$ cat config.mk
export PLATFORM = sky130hd
export DESIGN_NAME = uart_cmd_matcher
export DESIGN_NICKNAME = d
export VERILOG_FILES = /design/src/rtl/uart_cmd_matcher.sv
export SDC_FILE = /design/constraint.sdc
export NUM_CORES = 1
export LEC_CHECK = 0
export ABC_AREA = 0
export CAP_MARGIN = 20
export CORE_ASPECT_RATIO = 1.75
export CORE_UTILIZATION = 40
export DETAILED_ROUTE_END_ITERATION = 10
export PLACE_DENSITY = 0.65
export SYNTH_ARGS = -nofsm -noshare
export SYNTH_HDL_FRONTEND = slang
export SYNTH_SLANG_ARGS = --single-unit
$ cat constraint.sdc
create_clock -name clock_i -period 2.3 [get_ports clock_i]
set_clock_uncertainty 0.2 [all_clocks]
set_input_delay 0.46 -clock clock_i [delete_from_list [all_inputs] [get_ports clock_i]]
set_output_delay 0.46 -clock clock_i [all_outputs]
set_load 0.02 [all_outputs]
$ cat src/rtl/uart_cmd_matcher.sv
// rtl/uart_cmd_matcher.sv - pops fixed-length RX frames, masks-and-compares them, replies OK/ER on TX
// Pulses pass/fail/timeout, keeps a saturating match count and throttles RX pops to one every 2 cycles.
module uart_cmd_matcher #(
  parameter int unsigned                 CMD_LENGTH     = 4,
  parameter logic [8*CMD_LENGTH-1:0]     MATCH_PATTERN  = 32'h54455354,
  parameter logic [8*CMD_LENGTH-1:0]     MATCH_MASK     = '1,
  parameter int unsigned                 TIMEOUT_CYCLES = 2700000,
  parameter bit                          REPLY_EN       = 1'b1,
  parameter int unsigned                 COUNT_WIDTH    = 16
) (
  input  logic                   clock_i,
  input  logic                   reset_n_i,
  input  logic                   rx_fifo_empty_i,
  input  logic [7:0]             rx_fifo_data_out_i,
  output logic                   rx_fifo_read_en_o,
  input  logic                   tx_fifo_full_i,
  output logic [7:0]             tx_fifo_data_in_o,
  output logic                   tx_fifo_write_en_o,
  output logic                   cmd_pass_o,
  output logic                   cmd_fail_o,
  output logic                   cmd_timeout_o,
  output logic [COUNT_WIDTH-1:0] pass_count_o,
  output logic                   busy_o
);

  localparam int unsigned IDX_W = (CMD_LENGTH > 1) ? $clog2(CMD_LENGTH) : 1;
  localparam int unsigned TO_W  = (TIMEOUT_CYCLES > 0) ? $clog2(TIMEOUT_CYCLES + 1) : 1;
  localparam logic [IDX_W-1:0] IDX_LAST = IDX_W'(CMD_LENGTH - 1);
  localparam logic [TO_W-1:0]  TO_LAST  = TO_W'(TIMEOUT_CYCLES - 1);

  typedef enum logic [1:0] {
    COLLECT = 2'd0,
    COMPARE = 2'd1,
    REPLY   = 2'd2
  } state_e;

  state_e                        state_q;
  logic [IDX_W-1:0]              idx_q;
  logic [TO_W-1:0]               to_cnt_q;
  logic [CMD_LENGTH-1:0][7:0]    frame_q;
  logic                          match_q;
  logic [2:0]                    ptr_q;
  logic                          rd_q;
  logic                          wr_q;
  logic [7:0]                    wdata_q;
  logic                          pass_q;
  logic                          fail_q;
  logic                          to_q;
  logic [COUNT_WIDTH-1:0]        cnt_q;
  logic                          busy_q;

  logic       pop;
  logic       match;
  logic       expire;
  logic       reply_sel;
  logic [7:0] reply_byte;

  // The rd_q cooldown hides the FIFO's one-cycle empty-flag lag after a pop.
  assign pop    = (state_q == COLLECT) && !rx_fifo_empty_i && !rd_q;
  assign match  = ((frame_q ^ MATCH_PATTERN) & MATCH_MASK) == '0;
  assign expire = (TIMEOUT_CYCLES != 0) && (state_q == COLLECT) && (idx_q != '0)
                  && !pop && (to_cnt_q == TO_LAST);

  // COMPARE already issues the first reply byte, so it must use the live result.
  assign reply_sel = (state_q == COMPARE) ? match : match_q;

  always_comb begin
    reply_byte = 8'h0A;
    case (ptr_q[1:0])
      2'd0:    reply_byte = reply_sel ? 8'h4F : 8'h45;
      2'd1:    reply_byte = reply_sel ? 8'h4B : 8'h52;
      2'd2:    reply_byte = 8'h0D;
      default: reply_byte = 8'h0A;
    endcase
  end

  always_ff @(posedge clock_i or negedge reset_n_i) begin
    if (!reset_n_i) begin
      state_q  <= COLLECT;
      idx_q    <= '0;
      to_cnt_q <= '0;
      frame_q  <= '0;
      match_q  <= 1'b0;
      ptr_q    <= '0;
      rd_q     <= 1'b0;
      wr_q     <= 1'b0;
      wdata_q  <= '0;
      pass_q   <= 1'b0;
      fail_q   <= 1'b0;
      to_q     <= 1'b0;
      cnt_q    <= '0;
      busy_q   <= 1'b0;
    end else begin
      rd_q   <= 1'b0;
      wr_q   <= 1'b0;
      pass_q <= 1'b0;
      fail_q <= 1'b0;
      to_q   <= 1'b0;
      case (state_q)
        COLLECT: begin
          if (pop) begin
            rd_q                      <= 1'b1;
            frame_q[IDX_LAST - idx_q] <= rx_fifo_data_out_i;
            to_cnt_q                  <= '0;
            if (idx_q == IDX_LAST) begin
              idx_q   <= '0;
              state_q <= COMPARE;
              busy_q  <= 1'b1;
            end else begin
              idx_q <= idx_q + 1'b1;
            end
          end else if (expire) begin
            idx_q    <= '0;
            to_cnt_q <= '0;
            to_q     <= 1'b1;
          end else if ((idx_q != '0) && (TIMEOUT_CYCLES != 0)) begin
            to_cnt_q <= to_cnt_q + 1'b1;
          end else begin
            to_cnt_q <= '0;
          end
        end
        COMPARE: begin
          pass_q  <= match;
          fail_q  <= !match;
          match_q <= match;
          ptr_q   <= '0;
          if (match && (cnt_q != '1)) begin
            cnt_q <= cnt_q + 1'b1;
          end
          if (REPLY_EN) begin
            state_q <= REPLY;
            if (!tx_fifo_full_i) begin
              wr_q    <= 1'b1;
              wdata_q <= reply_byte;
              ptr_q   <= 3'd1;
            end
          end else begin
            state_q <= COLLECT;
            busy_q  <= 1'b0;
          end
        end
        REPLY: begin
          if (ptr_q == 3'd4) begin
            state_q <= COLLECT;
            busy_q  <= 1'b0;
          end else if (!tx_fifo_full_i) begin
            wr_q    <= 1'b1;
            wdata_q <= reply_byte;
            ptr_q   <= ptr_q + 1'b1;
          end
        end
        default: begin
          state_q <= COLLECT;
          busy_q  <= 1'b0;
        end
      endcase
    end
  end

  assign rx_fifo_read_en_o  = rd_q;
  assign tx_fifo_write_en_o = wr_q;
  assign tx_fifo_data_in_o  = wdata_q;
  assign cmd_pass_o         = pass_q;
  assign cmd_fail_o         = fail_q;
  assign cmd_timeout_o      = to_q;
  assign pass_count_o       = cnt_q;
  assign busy_o             = busy_q;

endmodule

==> impl_metrics.prom, run 1 <==
# TYPE chip_impl_metric gauge
chip_impl_metric{name="critPathArrivalTime",unit="ps"} 2300
chip_impl_metric{name="flow.area_growth_from_synthesis",unit="%"} 28.29
chip_impl_metric{name="fp.dieH",unit="µm"} 142.5
chip_impl_metric{name="cts.sink_count",unit=""} 90
chip_impl_metric{name="detailed_placer_s_ending_hpwl",unit="µm"} 7610
chip_impl_info{name="critPathCaptureType",value="flip-flop"} 1
chip_impl_metric{name="area_fraction_in_compound_gates_after_synthesis",unit=""} 0.09401
chip_impl_metric{name="multiInputGateArea",unit="µm²"} 2192
chip_impl_metric{name="wl_per_cell",unit="µm"} 17.04
chip_impl_info{name="synth_top_flop_cell",value="sky130_fd_sc_hd__dfrtp_1"} 1
chip_impl_metric{name="yosys.area_share.adder",unit=""} 0.04437
chip_impl_metric{name="finalNetCount",unit=""} 522
chip_impl_metric{name="clock_path_buffers",unit=""} 2
chip_impl_metric{name="critPathRequiredTime",unit="ps"} 2320
chip_impl_metric{name="grt_start_max_net_pins",unit=""} 44
chip_impl_metric{name="clock.fmax",unit="MHz"} 438.5
chip_impl_metric{name="placement.setup.worst_slack",unit="ps"} -119.7
chip_impl_metric{name="synth_seq_area_share",unit=""} 0.4992
chip_impl_metric{name="max-vdd-ir-drop",unit="mV"} 0.5528
chip_impl_metric{name="seqCellArea",unit="µm²"} 2252
chip_impl_info{name="cts-root-buf",value="sky130_fd_sc_hd__clkbuf_16"} 1
chip_impl_metric{name="x_dimension_of_the_die",unit="µm"} 82.29
chip_impl_metric{name="final-setup-viol-count",unit=""} 0
chip_impl_metric{name="grt_overflow",unit=""} 0
chip_impl_metric{name="finish.instance_area",unit="µm²"} 5788
chip_impl_metric{name="hold_violations",unit=""} 0
chip_impl_info{name="yosysMostFrequentCell",value="sky130_fd_sc_hd__dfrtp_1"} 1
chip_impl_metric{name="drt_first_pass_iters",unit=""} 4
chip_impl_metric{name="maxCapViolations",unit=""} 0
chip_impl_metric{name="routed-via-count",unit=""} 3518
chip_impl_metric{name="synthSimpleGateAreaFrac",unit=""} 0.2083
chip_impl_info{name="critical_path.most_common_cell",value="sky130_fd_sc_hd__buf_12"} 1
chip_impl_metric{name="top_ports",unit=""} 42
chip_impl_info{name="post-synth-top-area-cell",value="sky130_fd_sc_hd__dfrtp_1"} 1
chip_impl_metric{name="synth_cell_type_count",unit=""} 57
chip_impl_metric{name="fin_util",unit=""} 0.5243
chip_impl_metric{name="gp_congestion",unit=""} 0.8468
chip_impl_metric{name="wire_length_of_the_first_global_routing_pass",unit="µm"} 17330
chip_impl_metric{name="vias_per_cell",unit=""} 5.575
chip_impl_info{name="cts_tree",value="yes"} 1
chip_impl_metric{name="clk_pin_slew_worst_paths",unit="ps"} 70
chip_impl_metric{name="timing_max_transition_violations_final",unit=""} 0
chip_impl_metric{name="ffs_latches_synth",unit=""} 90
chip_impl_metric{name="floorplan.initialDensity",unit=""} 0.4087
chip_impl_metric{name="grt_pass1_vias",unit=""} 3721
chip_impl_metric{name="number_of_cells_produced_by_synthesis",unit=""} 408
chip_impl_metric{name="cts_made_buffers",unit=""} 9
chip_impl_metric{name="synth-edff-count",unit=""} 0
chip_impl_metric{name="fillCellCount",unit=""} 973
chip_impl_metric{name="antenna_cells",unit=""} 0
chip_impl_metric{name="yosys.area.top_type_share",unit=""} 0.4992
chip_impl_metric{name="proportion_of_layout_cells_with_a_drive_suffix_above_1",unit=""} 0.2625
chip_impl_metric{name="drc_errors",unit=""} 0
chip_impl_info{name="post_synth_main_area_contributors",value="sky130_fd_sc_hd__dfrtp_1 50%, sky130_fd_sc_hd__mux2_2 9.0%, sky130_fd_sc_hd__ha_1 4.4%, sky130_fd_sc_hd__xnor2_1 2.7%, sky130_fd_sc_hd__nand2_1 2.7%"} 1
chip_impl_metric{name="avgSynthCellArea",unit="µm²"} 11.06
chip_impl_metric{name="largest_stage_delay_on_the_critical_path",unit="ps"} 390
chip_impl_info{name="worstSetupStartpointType",value="flip-flop"} 1
chip_impl_metric{name="floorplan.rows",unit=""} 51
chip_impl_metric{name="fin_crit_sh",unit=""} 0.9915
chip_impl_metric{name="total_leakage_power",unit="nW"} 2.528
chip_impl_metric{name="synth.cell_area",unit="µm²"} 4512
chip_impl_info{name="worstSetupPathType",value="flip-flop to flip-flop"} 1
chip_impl_metric{name="dpl_cell_area",unit="µm²"} 5384
chip_impl_metric{name="ant_nets",unit=""} 0
chip_impl_info{name="cp_max_stage_cell",value="sky130_fd_sc_hd__dfrtp_1"} 1
chip_impl_metric{name="post_synth_xor_area_fraction",unit=""} 0.02718
chip_impl_metric{name="synth-async-reset-ratio",unit=""} 1.000
chip_impl_metric{name="globalRouteTotalUtil",unit=""} 0.1973
chip_impl_metric{name="antenna_found_initial",unit=""} 0
chip_impl_metric{name="portBuffers",unit=""} 39
chip_impl_info{name="result_of_the_run",value="finished, final reports clean"} 1
chip_impl_metric{name="drtIter0Drc",unit=""} 184
chip_impl_info{name="dominant_combinational_cell_family_by_area_after_synthesis",value="simple AND/OR/NAND/NOR gates"} 1
chip_impl_metric{name="synth.area.mux_share",unit=""} 0.09235
chip_impl_metric{name="final.min_clock_period",unit="ps"} 2280
chip_impl_metric{name="routed_wl",unit="µm"} 10760
chip_impl_metric{name="placeableCoreArea",unit="µm²"} 11040
chip_impl_metric{name="finalWorstSetupSlack",unit="ps"} 19.56
chip_impl_info{name="synth_common_cells",value="90 x sky130_fd_sc_hd__dfrtp_1, 36 x sky130_fd_sc_hd__mux2_2, 32 x sky130_fd_sc_hd__nand2_1"} 1
chip_impl_metric{name="design.die.area",unit="µm²"} 11730
chip_impl_metric{name="critical_path.max_fanout",unit=""} 15
chip_impl_metric{name="synth.yosys.warnings",unit=""} 0
chip_impl_info{name="path_cells",value="ha_4 -> and4_4 -> nand4_1 -> o31ai_4 -> buf_12 -> buf_12 -> nor4_1 -> a211o_1"} 1
chip_impl_metric{name="clock_latency",unit="ps"} 340
chip_impl_metric{name="cts-htree-levels",unit=""} 3
chip_impl_metric{name="power_per_cell_area",unit="nW/µm²"} 1017
chip_impl_info{name="min-delay-path-class",value="flip-flop to flip-flop"} 1
registers in the layout, indices dropped and copies added (netlist names):
name	flops
tx_fifo_data_in_o	6
pass_count_o	16
state_q	2
to_cnt_q	22
idx_q	2
ptr_q	3
frame_q	32
busy_o	1
rx_fifo_read_en_o	1
cmd_timeout_o	1
match_q	1
cmd_pass_o	1
cmd_fail_o	1
tx_fifo_write_en_o	1
worst paths after layout:
check                                       end  slack (ps)  cells after the start                  from
max                                 to_cnt_q[3]          20                      8           to_cnt_q[0]
min                        tx_fifo_data_in_o[6]         280                      2  tx_fifo_data_in_o[6]
max reg2reg                         to_cnt_q[3]          20                      8           to_cnt_q[0]
min reg2reg                tx_fifo_data_in_o[6]         280                      2  tx_fifo_data_in_o[6]
max in group asynchronous           to_cnt_q[6]         850                      3             reset_n_i
min in group asynchronous          to_cnt_q[17]         390                      2             reset_n_i
timing repair:
action / 4_1_cts / 5_1_grt
hold buffers: 1 / 0
buffers inserted: 3 / 3
pin swaps: 4 / 4
gates resized for setup: 4 / 14
endpoints found under the setup margin: 18 / 12
endpoints found under the hold margin: 25 / 0
power by group:
group,switching (mW),internal [mW]
Sequential,0.241,2.00
Clock,0.627,0.769
Combinational,1.12,1.13
metrics by stage:
step | std cells | hold slack [ps] | power [mW] | setup TNS [ps]
2_1_floorplan | 409 | -35.59 | 3.525 | 0
3_3_place_gp | 609 | 203.9 | 4.318 | -2802
3_5_place_dp | 609 | 212.9 | 4.398 | -3579
4_1_cts | 629 | 287.0 | 5.859 | 0
5_1_grt | 631 | 314.1 | 6.246 | -95.27
6_report | 631 | 278.6 | 5.886 | 0
worst max-delay path: cells and delay by family (launching register included):
kind                     cells  cell delay (ps)
flip-flops                   1              390
adder cells (fa/ha/maj)      1              160
AND/OR/NAND/NOR              3              500
AO/OA/AOI/OAI                2              620
buffers and inverters        2              290
cells in the final DEF (no fill, tap or decap), types with 4 or more instances in the layout:
| cell type | instances |
|---|---|
| sky130_fd_sc_hd__dfrtp_1 | 90 |
| sky130_fd_sc_hd__buf_4 | 50 |
| sky130_fd_sc_hd__clkdlybuf4s50_1 | 38 |
| sky130_fd_sc_hd__mux2_2 | 36 |
| sky130_fd_sc_hd__nand2_1 | 32 |
| sky130_fd_sc_hd__nand4_1 | 17 |
| sky130_fd_sc_hd__nor2_1 | 17 |
| sky130_fd_sc_hd__nor3_1 | 16 |
| sky130_fd_sc_hd__xnor2_1 | 14 |
| sky130_fd_sc_hd__nand3_1 | 13 |
| sky130_fd_sc_hd__ha_1 | 13 |
| sky130_fd_sc_hd__inv_1 | 10 |
| sky130_fd_sc_hd__and3_1 | 10 |
| sky130_fd_sc_hd__clkbuf_16 | 9 |
| sky130_fd_sc_hd__and2_1 | 8 |
| sky130_fd_sc_hd__o21ai_0 | 6 |
| sky130_fd_sc_hd__o31ai_1 | 6 |
| sky130_fd_sc_hd__nor4_1 | 6 |
| sky130_fd_sc_hd__nor3b_1 | 6 |
| sky130_fd_sc_hd__nor4b_1 | 5 |
| sky130_fd_sc_hd__and4_1 | 5 |
| sky130_fd_sc_hd__o311ai_0 | 5 |
| sky130_fd_sc_hd__inv_2 | 4 |
| sky130_fd_sc_hd__a21oi_1 | 4 |
| sky130_fd_sc_hd__o21a_1 | 4 |
| sky130_fd_sc_hd__a41oi_1 | 4 |
| sky130_fd_sc_hd__o22a_1 | 4 |
| sky130_fd_sc_hd__buf_12 | 4 |
area by class of cell:
type	count	share of cell area
clock inverters	5	0.006485
multi-input cells	286	0.3787
clock buffers	11	0.04194
inverters	14	0.009079
flip-flops and latches	90	0.3891
well taps	132	0.02853
repair buffers	93	0.1461
metal layers:
metal  track usage  up-vias  routed length, µm
met4       0.07295        0                282
met5             0        -                  0
met1        0.2108     1762               4115
met2        0.3736       76               6065
met3       0.02949       19                292
li1              -     1661                  -
cells by family after synthesis:
logic type                 count (synthesis)
and+or+nand+nor                          162
other                                      1
muxes                                     37
adders and majority gates                 16
buffers and inverters                     33
xor gates and xnor gates                  14
AOI/OAI and AO/OA                         55
DFF                                       90
Note: power is estimated with default switching activity, not from simulation.
==> run 2: changes to the inputs <==
--- a/config.mk
+++ b/config.mk
@@ -10,7 +10,8 @@
 export CORE_ASPECT_RATIO = 1.75
 export CORE_UTILIZATION = 40
 export DETAILED_ROUTE_END_ITERATION = 10
-export PLACE_DENSITY = 0.65
+export DONT_BUFFER_PORTS = 1
+export PLACE_DENSITY = 0.6
 export SYNTH_ARGS = -nofsm -noshare
 export SYNTH_HDL_FRONTEND = slang
 export SYNTH_SLANG_ARGS = --single-unit
==> run 2 against run 1 <==
Compared with the run above: the run now ends with hold timing left; clock power is 10% higher; global-route usage is 0.46 points lower; core utilization down 3.8 points; largest cell class unchanged; die area stayed put; total power fell by 1.1%; worst setup slack improved by 52 ps; maximum frequency increased by 2.3%; sequential cell count stayed put; first-iteration DRC count down 44%; combinational power is 13% lower; hold slack got worse by 670 ps.
==> impl_metrics.prom, run 2 (synthesis gave the netlist of run 1 again) <==
# TYPE chip_impl_metric gauge
chip_impl_info{name="result_of_the_run",value="finished with violations"} 1
chip_impl_info{name="failed_checks",value="hold timing"} 1
chip_impl_metric{name="grt_pass1_vias",unit=""} 3524
chip_impl_metric{name="critPathArrivalTime",unit="ps"} 2260
chip_impl_metric{name="drtIter0Drc",unit=""} 103
chip_impl_info{name="min-delay-path-class",value="primary input to async pin"} 1
chip_impl_metric{name="fin_crit_sh",unit=""} 0.9689
chip_impl_info{name="r2r-start",value="idx_q[0]"} 1
chip_impl_metric{name="clock_path_buffers",unit=""} 2
chip_impl_metric{name="timing.setup.tns",unit="ps"} 0
chip_impl_info{name="grt_most_used_layer",value="met2"} 1
chip_impl_metric{name="vias_per_cell",unit=""} 5.677
chip_impl_info{name="critPathCaptureType",value="flip-flop"} 1
chip_impl_metric{name="total_leakage_power",unit="nW"} 2.374
chip_impl_metric{name="ant_nets",unit=""} 0
chip_impl_info{name="rsz_0062_raised_after_global_routing",value="no"} 1
chip_impl_metric{name="detailed_placer_s_ending_hpwl",unit="µm"} 7260
chip_impl_metric{name="cts.sink_count",unit=""} 90
chip_impl_metric{name="grt_start_max_net_pins",unit=""} 91
chip_impl_metric{name="routed-via-count",unit=""} 3321
chip_impl_metric{name="rr_worst_depth",unit=""} 9
chip_impl_metric{name="cts_made_buffers",unit=""} 9
chip_impl_metric{name="top_ports",unit=""} 42
chip_impl_metric{name="global_route.usage.met1",unit=""} 0.2149
chip_impl_metric{name="wl_per_cell",unit="µm"} 17.43
chip_impl_metric{name="finalNetCount",unit=""} 476
chip_impl_info{name="largest-register",value="frame_q"} 1
chip_impl_metric{name="portBuffers",unit=""} 0
chip_impl_metric{name="proportion_of_layout_cells_with_a_drive_suffix_above_1",unit=""} 0.2804
chip_impl_metric{name="stdcell_count",unit=""} 585
chip_impl_metric{name="flow.area_growth_from_synthesis",unit="%"} 19.02
chip_impl_metric{name="design.die.area",unit="µm²"} 11730
chip_impl_info{name="layout_commonest_cell",value="sky130_fd_sc_hd__dfrtp_1"} 1
chip_impl_metric{name="routed_wl",unit="µm"} 10200
chip_impl_metric{name="timing_max_transition_violations_final",unit=""} 0
chip_impl_info{name="cts_tree",value="yes"} 1
chip_impl_metric{name="fillCellCount",unit=""} 997
chip_impl_metric{name="placed_cells",unit=""} 562
chip_impl_metric{name="antenna_cells",unit=""} 0
chip_impl_metric{name="fin_util",unit=""} 0.4865
chip_impl_metric{name="floorplan.initialDensity",unit=""} 0.4087
chip_impl_metric{name="wire_length_of_the_first_global_routing_pass",unit="µm"} 16950
chip_impl_info{name="mostFrequentLayoutCells",value="90 x sky130_fd_sc_hd__dfrtp_1, 42 x sky130_fd_sc_hd__buf_4, 36 x sky130_fd_sc_hd__mux2_2, 32 x sky130_fd_sc_hd__nand2_1"} 1
chip_impl_info{name="worstSetupStartpointType",value="flip-flop"} 1
chip_impl_metric{name="critical_path.max_fanout",unit=""} 6
chip_impl_metric{name="antenna_found_initial",unit=""} 0
chip_impl_info{name="cts-root-buf",value="sky130_fd_sc_hd__clkbuf_16"} 1
chip_impl_metric{name="cts-htree-levels",unit=""} 3
chip_impl_metric{name="power_per_cell_area",unit="nW/µm²"} 1084
chip_impl_metric{name="x_dimension_of_the_die",unit="µm"} 82.29
chip_impl_metric{name="grt_overflow",unit=""} 0
chip_impl_metric{name="drc_errors",unit=""} 0
chip_impl_metric{name="max-vdd-ir-drop",unit="mV"} 0.5831
chip_impl_metric{name="reg2reg_setup_slack",unit="ps"} 70
chip_impl_info{name="worstSetupPathType",value="flip-flop to flip-flop"} 1
chip_impl_metric{name="fp.dieH",unit="µm"} 142.5
chip_impl_info{name="worst_r2r_endpoint",value="to_cnt_q[3]"} 1
chip_impl_metric{name="clock.fmax",unit="MHz"} 448.8
chip_impl_metric{name="final-setup-viol-count",unit=""} 0
chip_impl_metric{name="globalRouteTotalUtil",unit=""} 0.1927
chip_impl_metric{name="largest_register_ff_count",unit=""} 32
chip_impl_metric{name="final.min_clock_period",unit="ps"} 2228
chip_impl_metric{name="floorplan.rows",unit=""} 51
chip_impl_metric{name="clock_latency",unit="ps"} 340
chip_impl_metric{name="gp_congestion",unit=""} 0.7951
chip_impl_metric{name="grt_util_met3",unit=""} 0.03974
chip_impl_metric{name="placeableCoreArea",unit="µm²"} 11040
chip_impl_metric{name="hold_violations",unit=""} 90
chip_impl_metric{name="m2_gr_usage",unit=""} 0.3393
chip_impl_metric{name="drt_first_pass_iters",unit=""} 4
chip_impl_metric{name="critPathRequiredTime",unit="ps"} 2330
chip_impl_metric{name="clk_pin_slew_worst_paths",unit="ps"} 70
chip_impl_metric{name="maxCapViolations",unit=""} 0
chip_impl_metric{name="hold_ws",unit="ps"} -389.8
[run 2: timing repair]
item,in CTS,in global routing
resized for setup,8,15
endpoints found under the hold margin,90,90
endpoints found under the setup margin,26,49
buffers inserted,3,3
pin swaps,2,3
gates cloned,1,0
[run 2: final cells by class]
type	count	area, µm²	share of cell area
well taps	132	165.2	0.03075
multi-input cells	286	2177	0.4054
repair buffers	47	410.4	0.07642
clock buffers	10	239.0	0.04450
flip-flops and latches	90	2252	0.4194
clock inverters	6	73.82	0.01375
inverters	14	52.55	0.009786
[run 2: worst max-delay path by stage]
stage                    start           end  cells past startpoint
CTS                   idx_q[0]  to_cnt_q[12]                      9
global placement    state_q[1]   frame_q[11]                      7
floorplan           state_q[0]    state_q[0]                      9
finish                idx_q[0]   to_cnt_q[3]                      9
global route          idx_q[0]  to_cnt_q[10]                      9
detailed placement  state_q[1]   frame_q[13]                      7
[run 2: critical path, stage by stage (launching register included)]
cell and delay, ps:
sky130_fd_sc_hd__dfrtp_1 370, sky130_fd_sc_hd__inv_2 60, sky130_fd_sc_hd__ha_2 190, sky130_fd_sc_hd__and2b_2 240
sky130_fd_sc_hd__nand4_4 120, sky130_fd_sc_hd__o31ai_4 260, sky130_fd_sc_hd__buf_6 160, sky130_fd_sc_hd__bufbuf_16 260
sky130_fd_sc_hd__nor3_1 40, sky130_fd_sc_hd__a211o_1 220
[run 2: metrics by stage]
step / worst slack (ps) / total power, mW / area [µm²] / hold WS (ps)
6_report: 71.61 / 5.820 / 5370 / -389.8
2_1_floorplan: 26.42 / 3.525 / 4528 / -35.59
3_3_place_gp: 17.23 / 4.094 / 4923 / -32.52
3_5_place_dp: -53.06 / 4.160 / 4923 / -31.91
4_1_cts: 0.2993 / 5.809 / 5308 / -401.8
5_1_grt: 0.02687 / 6.155 / 5370 / -408.4
[run 2: power breakdown]
group / switching, mW / internal [mW]
sequential: 0.337 / 2.00
combinational: 0.948 / 0.997
clock: 0.654 / 0.883
[run 2: metal layers]
metal  share of wire  up-vias
li1                -     1575
met1            0.39     1671
met2            0.55       56
met3           0.030       19
met4           0.031        0
met5               0        -
